**config.mk**
```make
export PLATFORM = sky130hd
export DESIGN_NAME = cv32e40x_clock_gate_ctrl
export DESIGN_NICKNAME = d
export VERILOG_FILES = /design/src/rtl/cv32e40x_clock_gate_ctrl.sv
export SDC_FILE = /design/constraint.sdc
export NUM_CORES = 1
export LEC_CHECK = 0
export ABC_AREA = 1
export CAP_MARGIN = 20
export CORE_MARGIN = 2
export CORE_UTILIZATION = 53
export DETAILED_ROUTE_END_ITERATION = 7
export GPL_TIMING_DRIVEN = 1
export HOLD_SLACK_MARGIN = 0.05
export PLACE_DENSITY = 0.78
export SETUP_SLACK_MARGIN = 0.1
export SLEW_MARGIN = 25
export SYNTH_ARGS = -nofsm -noshare
export SYNTH_HDL_FRONTEND = slang
export SYNTH_SLANG_ARGS = --single-unit
```
**constraint.sdc**
```tcl
create_clock -name clk_i -period 2.1 [get_ports clk_i]
set_input_delay 0.21 -clock clk_i [delete_from_list [all_inputs] [get_ports clk_i]]
set_output_delay 0.21 -clock clk_i [all_outputs]
set_load 0.01 [all_outputs]
```
**src/rtl/cv32e40x_clock_gate_ctrl.sv**
```systemverilog
// Sequences the core clock-gate enable: idle counting, sleep handshake, gating and timed wake.
// Runs only on the free-running clock; all outputs are registered decodes of the next state.
module cv32e40x_clock_gate_ctrl #(
    parameter int NUM_REQ     = 4,
    parameter int IDLE_CYCLES = 16,
    parameter int WAKE_CYCLES = 2
) (
    input  logic               clk_i,
    input  logic               rst_i,
    input  logic               cg_enable_i,
    input  logic [NUM_REQ-1:0] req_i,
    input  logic               busy_i,
    input  logic               wake_i,
    output logic               sleep_req_o,
    input  logic               sleep_ack_i,
    output logic               clk_en_o,
    output logic               clk_rdy_o,
    output logic               gated_o
);

    localparam int ICW = $clog2(IDLE_CYCLES + 1);
    localparam int WCW = (WAKE_CYCLES > 1) ? $clog2(WAKE_CYCLES) : 1;
    localparam logic [ICW-1:0] IDLE_LAST = ICW'(IDLE_CYCLES - 1);
    localparam logic [ICW-1:0] IDLE_MAX  = ICW'(IDLE_CYCLES);
    localparam logic [WCW-1:0] WAKE_LAST = WCW'((WAKE_CYCLES > 0) ? WAKE_CYCLES - 1 : 0);

    typedef enum logic [1:0] {S_RUN, S_DRAIN, S_GATED, S_WAKE} state_t;

    state_t         r_state, w_state_nxt;
    logic [ICW-1:0] r_idle_cnt, w_idle_cnt_nxt;
    logic [WCW-1:0] r_wake_cnt, w_wake_cnt_nxt;
    logic           w_idle, w_wake_evt;
    logic           w_en, w_rdy, w_sreq, w_gated;

    assign w_idle     = cg_enable_i & ~|req_i & ~busy_i & ~wake_i;
    // Losing gating permission while gated is handled like any other wake request.
    assign w_wake_evt = |req_i | wake_i | ~cg_enable_i;

    always_comb begin
        w_state_nxt    = r_state;
        w_idle_cnt_nxt = r_idle_cnt;
        w_wake_cnt_nxt = r_wake_cnt;
        case (r_state)
            S_RUN: begin
                if (!w_idle) begin
                    w_idle_cnt_nxt = '0;
                end else if (r_idle_cnt == IDLE_LAST) begin
                    w_state_nxt    = S_DRAIN;
                    w_idle_cnt_nxt = '0;
                end else if (r_idle_cnt != IDLE_MAX) begin
                    w_idle_cnt_nxt = r_idle_cnt + 1'b1;
                end
            end
            S_DRAIN: begin
                // Any activity beats a simultaneous acknowledge.
                if (!w_idle) begin
                    w_state_nxt    = S_RUN;
                    w_idle_cnt_nxt = '0;
                end else if (sleep_ack_i) begin
                    w_state_nxt = S_GATED;
                end
            end
            S_GATED: begin
                if (w_wake_evt) begin
                    w_state_nxt    = (WAKE_CYCLES == 0) ? S_RUN : S_WAKE;
                    w_wake_cnt_nxt = '0;
                    w_idle_cnt_nxt = '0;
                end
            end
            S_WAKE: begin
                if (r_wake_cnt == WAKE_LAST) begin
                    w_state_nxt    = S_RUN;
                    w_idle_cnt_nxt = '0;
                end else begin
                    w_wake_cnt_nxt = r_wake_cnt + 1'b1;
                end
            end
            default: begin
                w_state_nxt    = S_RUN;
                w_idle_cnt_nxt = '0;
                w_wake_cnt_nxt = '0;
            end
        endcase
    end

    always_comb begin
        w_en    = 1'b1;
        w_rdy   = 1'b1;
        w_sreq  = 1'b0;
        w_gated = 1'b0;
        case (w_state_nxt)
            S_DRAIN: w_sreq = 1'b1;
            S_GATED: begin
                w_en    = 1'b0;
                w_rdy   = 1'b0;
                w_gated = 1'b1;
            end
            S_WAKE:  w_rdy = 1'b0;
            default: ;
        endcase
    end

    always_ff @(posedge clk_i) begin
        if (rst_i) begin
            r_state     <= S_RUN;
            r_idle_cnt  <= '0;
            r_wake_cnt  <= '0;
            clk_en_o    <= 1'b1;
            clk_rdy_o   <= 1'b1;
            sleep_req_o <= 1'b0;
            gated_o     <= 1'b0;
        end else begin
            r_state     <= w_state_nxt;
            r_idle_cnt  <= w_idle_cnt_nxt;
            r_wake_cnt  <= w_wake_cnt_nxt;
            clk_en_o    <= w_en;
            clk_rdy_o   <= w_rdy;
            sleep_req_o <= w_sreq;
            gated_o     <= w_gated;
        end
    end

endmodule

```
==> metrics.md <==
| Metric | Value |
|---|---|
| Sink Count | `12` |
| # hold bufs at CTS | `0` |
| Initial antenna violation count | `0` |
| I/O pin total | `14` |
| Final Hold Slack | `between 0.4 and 0.5 ns` |
| Fillers | `108` |
| CTS buffer count | `3` |
| Die area | `1750 um^2` |
| Crit end category | `register` |
| Clk Latency, worst-skew pair | `0.27 ns` |
| RePlAce Congestion | `roughly 0.85` |
| VDD IR max | `0.439 mV` |
| CTS H-tree depth | `1` |
| Final ANT Viol Nets | `0` |
| Initial core utilization | `between 50% and 60%` |
| DR pass1 iterations | `4` |
| Worst rel slew slack | `about 83%` |
| Worst setup SP type | `register` |
| Max Slew Vio Count | `0` |
| Nets | `126` |
| Clk slew on worst S/H paths | `0.08 ns` |
| Worst EP arrival | `around 1.6 ns` |
| Pleak | `0.433 nW` |
| Cells along the critical path | `ha_1, nand2_2, nor2_4, nand2_2, nand3_4, nand3_2, o21ai_1, inv_1` |
| Routed vias/inst | `just under 5` |
| Final hold violation count | `0` |
| CP required | `2.28 ns` |
| Slew @ Worst Pin | `0.255 ns` |
| CP most frequent cell | `nand2_2` |
| First-pass GRT wire length | `approximately 2400 um` |
| Setup TNS | `0 ns` |
| CP Buf/Inv Count | `1` |
| Outcome | `finished clean` |
| Rows | `13` |
| Area growth syn-to-layout | `24.4%` |
| Drt drc | `0` |
| Worst Hold Endpoint | `r_wake_cnt$_SDFFE_PP0P_` |
| Syn Nets | `108` |
| Post-CTS Setup Bufs | `0` |
| Via count of the first global-routing pass | `578` |
| Unique masters post-synth | `22` |
| CP startpoint | `r_idle_cnt[0]$_SDFFE_PP0P_` |
| Maximum clock frequency | `717 MHz` |
| Crit path largest cell delay | `0.39 ns` |
| CTS tree | `yes` |
| Core ar. | `1320 um^2` |
| Mapped Area | `between 700 and 800 um^2` |
| Max-Cap Viols | `0` |
| RSZ-0062 raised after global routing | `false` |
| Fin crit period | `1.39 ns` |
| Worst setup path class | `register to register` |
| ANT cells | `0` |
| Class of the worst hold path | `register to register` |
| Post-synthesis sequential area ratio | `31.7%` |
| Vias post-DR | `roughly 620` |
| Worst R2R Setup Slack | `0.71 ns` |
| GRT Util Overall | `17.5%` |
| Worst-case reg-to-reg path depth | `8` |
| Fin crit share | `66.4%` |
| CP Depth | `8` |
| Gr ovfl total | `0` |
| Hold Crit Start | `r_wake_cnt$_SDFFE_PP0P_` |
| # setup viols final | `0` |
| PwrDens | `470 nW/um^2` |
| CP max-delay cell | `dfxtp_1` |
| Largest net degree at the start of global routing | `8` |
| Root buffer cell | `clkbuf_4` |
| Ys Warns | `0` |
| Crit-path leading delay family | `simple AND/OR/NAND/NOR gates` |
| Share of cells above drive strength 1 | `31.0%` |
| Crit Reg-Reg Endpoint | `r_idle_cnt[4]$_SDFFE_PP0P_` |
| Hold Path Stages | `2` |
| Final HPWL DP | `1080 um` |
| Synthesized flop and latch total | `12` |
| Die height | `41.8 um` |
| Syn Area/Cell | `7.90 um^2` |
| Die X-Extent | `41.8 um` |
| IO buf count | `13` |
| Cell count after synthesis | `96` |
| WL final | `1300 um` |
| Initial DRC count | `11` |
| CTS max path bufs | `2` |
| Final Skew | `0.00507 ns` |
| Drt wl/cell | `10.2 um` |
| CP max FO | `6` |
| RR Startpoint | `r_idle_cnt[0]$_SDFFE_PP0P_` |
| Post-CTS resize count | `0` |
-- layout make-up --
type | count | area, um^2 | area share, %
Inverter | 18 | 67.6 | 7.16
Multi-Input combinational cell | 66 | 450 | 47.7
Sequential cell | 12 | 240 | 25.5
Timing Repair Buffer | 13 | 130 | 13.8
Tap cell | 15 | 18.8 | 1.99
Clock buffer | 4 | 36.3 | 3.85
-- per-layer routing --
metal | GRT usage, % | vias to the layer above | share of wire [%]
met2 | 27.5 | 9 | 45
li1 | - | 337 | -
met3 | 4.78 | 4 | 4.4
met4 | 7.74 | 0 | 1.8
met5 | 0 | - | 0
met1 | 22.4 | 268 | 49
-- worst max path at each step --
| stage | end | slack, ns |
|---|---|---|
| 2_1_floorplan | clk_en_o$_SDFF_PP1_ | 0.84 |
| 3_3_place_gp | r_idle_cnt[1]$_SDFFE_PP0P_ | 0.47 |
| 3_5_place_dp | r_idle_cnt[1]$_SDFFE_PP0P_ | 0.46 |
| 4_1_cts | r_idle_cnt[4]$_SDFFE_PP0P_ | 0.71 |
| 5_1_grt | r_idle_cnt[4]$_SDFFE_PP0P_ | 0.60 |
| 6_report | r_idle_cnt[4]$_SDFFE_PP0P_ | 0.71 |
-- worst register-to-register path: stages, from the launching register on --
cell	delay [ns]
dfxtp_1	0.39
ha_1	0.22
nand2_2	0.08
nor2_4	0.10
nand2_2	0.10
nand3_4	0.13
nand3_2	0.10
o21ai_1	0.13
inv_1	0.04
-- layout by cell type (no fill, tap or decap), types with 5 or more instances in the layout --
cell type | synthesis | final
inv_1 | 11 | 11
dfxtp_1 | 12 | 12
nor2_4 | 6 | 6
nand3_1 | 6 | 6
inv_2 | 6 | 6
nand2_1 | 13 | 13
clkdlybuf4s50_1 | 0 | 13
nor2_2 | 5 | 5
nor2_1 | 10 | 10
-- state kept, by name, indices dropped and copies added (netlist names) --
name	cells
gated_o	1
r_state	2
r_idle_cnt	5
clk_en_o	1
clk_rdy_o	1
r_wake_cnt	1
sleep_req_o	1
-- kinds of logic (layout without fill, tap and decap cells) --
kind of cell | Yosys count | in the layout | synth area share, %
and+or+nand+nor | 55 | 55 | 48.2
buffers and inverters | 18 | 35 | 8.91
DFF | 12 | 12 | 31.7
AOI/OAI and AO/OA | 7 | 7 | 5.61
adders and majority gates | 2 | 2 | 3.30
xor gates and xnor gates | 2 | 2 | 2.31
-- report_power, final --
part           switching (mW)  internal (mW)  total, mW
Sequential          0.0000735          0.227      0.227
Clock                  0.0766          0.105      0.182
Combinational          0.0155         0.0185     0.0340
-- metrics by stage --
stage	worst slack [ns]	std cells	power (mW)	utilization [%]	area, um^2
2_1_floorplan	0.838	96	0.243	-	758
3_3_place_gp	0.468	124	0.266	68.9	907
3_5_place_dp	0.459	124	0.267	68.9	907
4_1_cts	0.710	128	0.450	71.6	943
5_1_grt	0.601	128	0.464	71.6	943
6_report	0.706	128	0.443	71.6	943
-- cells in the mapped netlist --
library cell | number | area, um^2
a21oi_1 | 4 | 20.0
a21oi_2 | 1 | 8.76
clkinv_1 | 1 | 3.75
dfxtp_1 | 12 | 240
ha_1 | 2 | 25.0
inv_1 | 11 | 41.3
inv_2 | 6 | 22.5
nand2_1 | 13 | 48.8
nand2_2 | 4 | 25.0
nand3_1 | 6 | 30.0
nand3_2 | 4 | 40.0
nand3_4 | 2 | 35.0
nand4_1 | 2 | 12.5
nand4_2 | 1 | 12.5
nor2_1 | 10 | 37.5
nor2_2 | 5 | 31.3
nor2_4 | 6 | 67.6
nor2_8 | 1 | 20.0
nor3_1 | 1 | 5.00
o21ai_1 | 1 | 5.00
o21ai_2 | 1 | 8.76
xor2_1 | 2 | 17.5
Note: power is estimated with default switching activity, not from simulation.
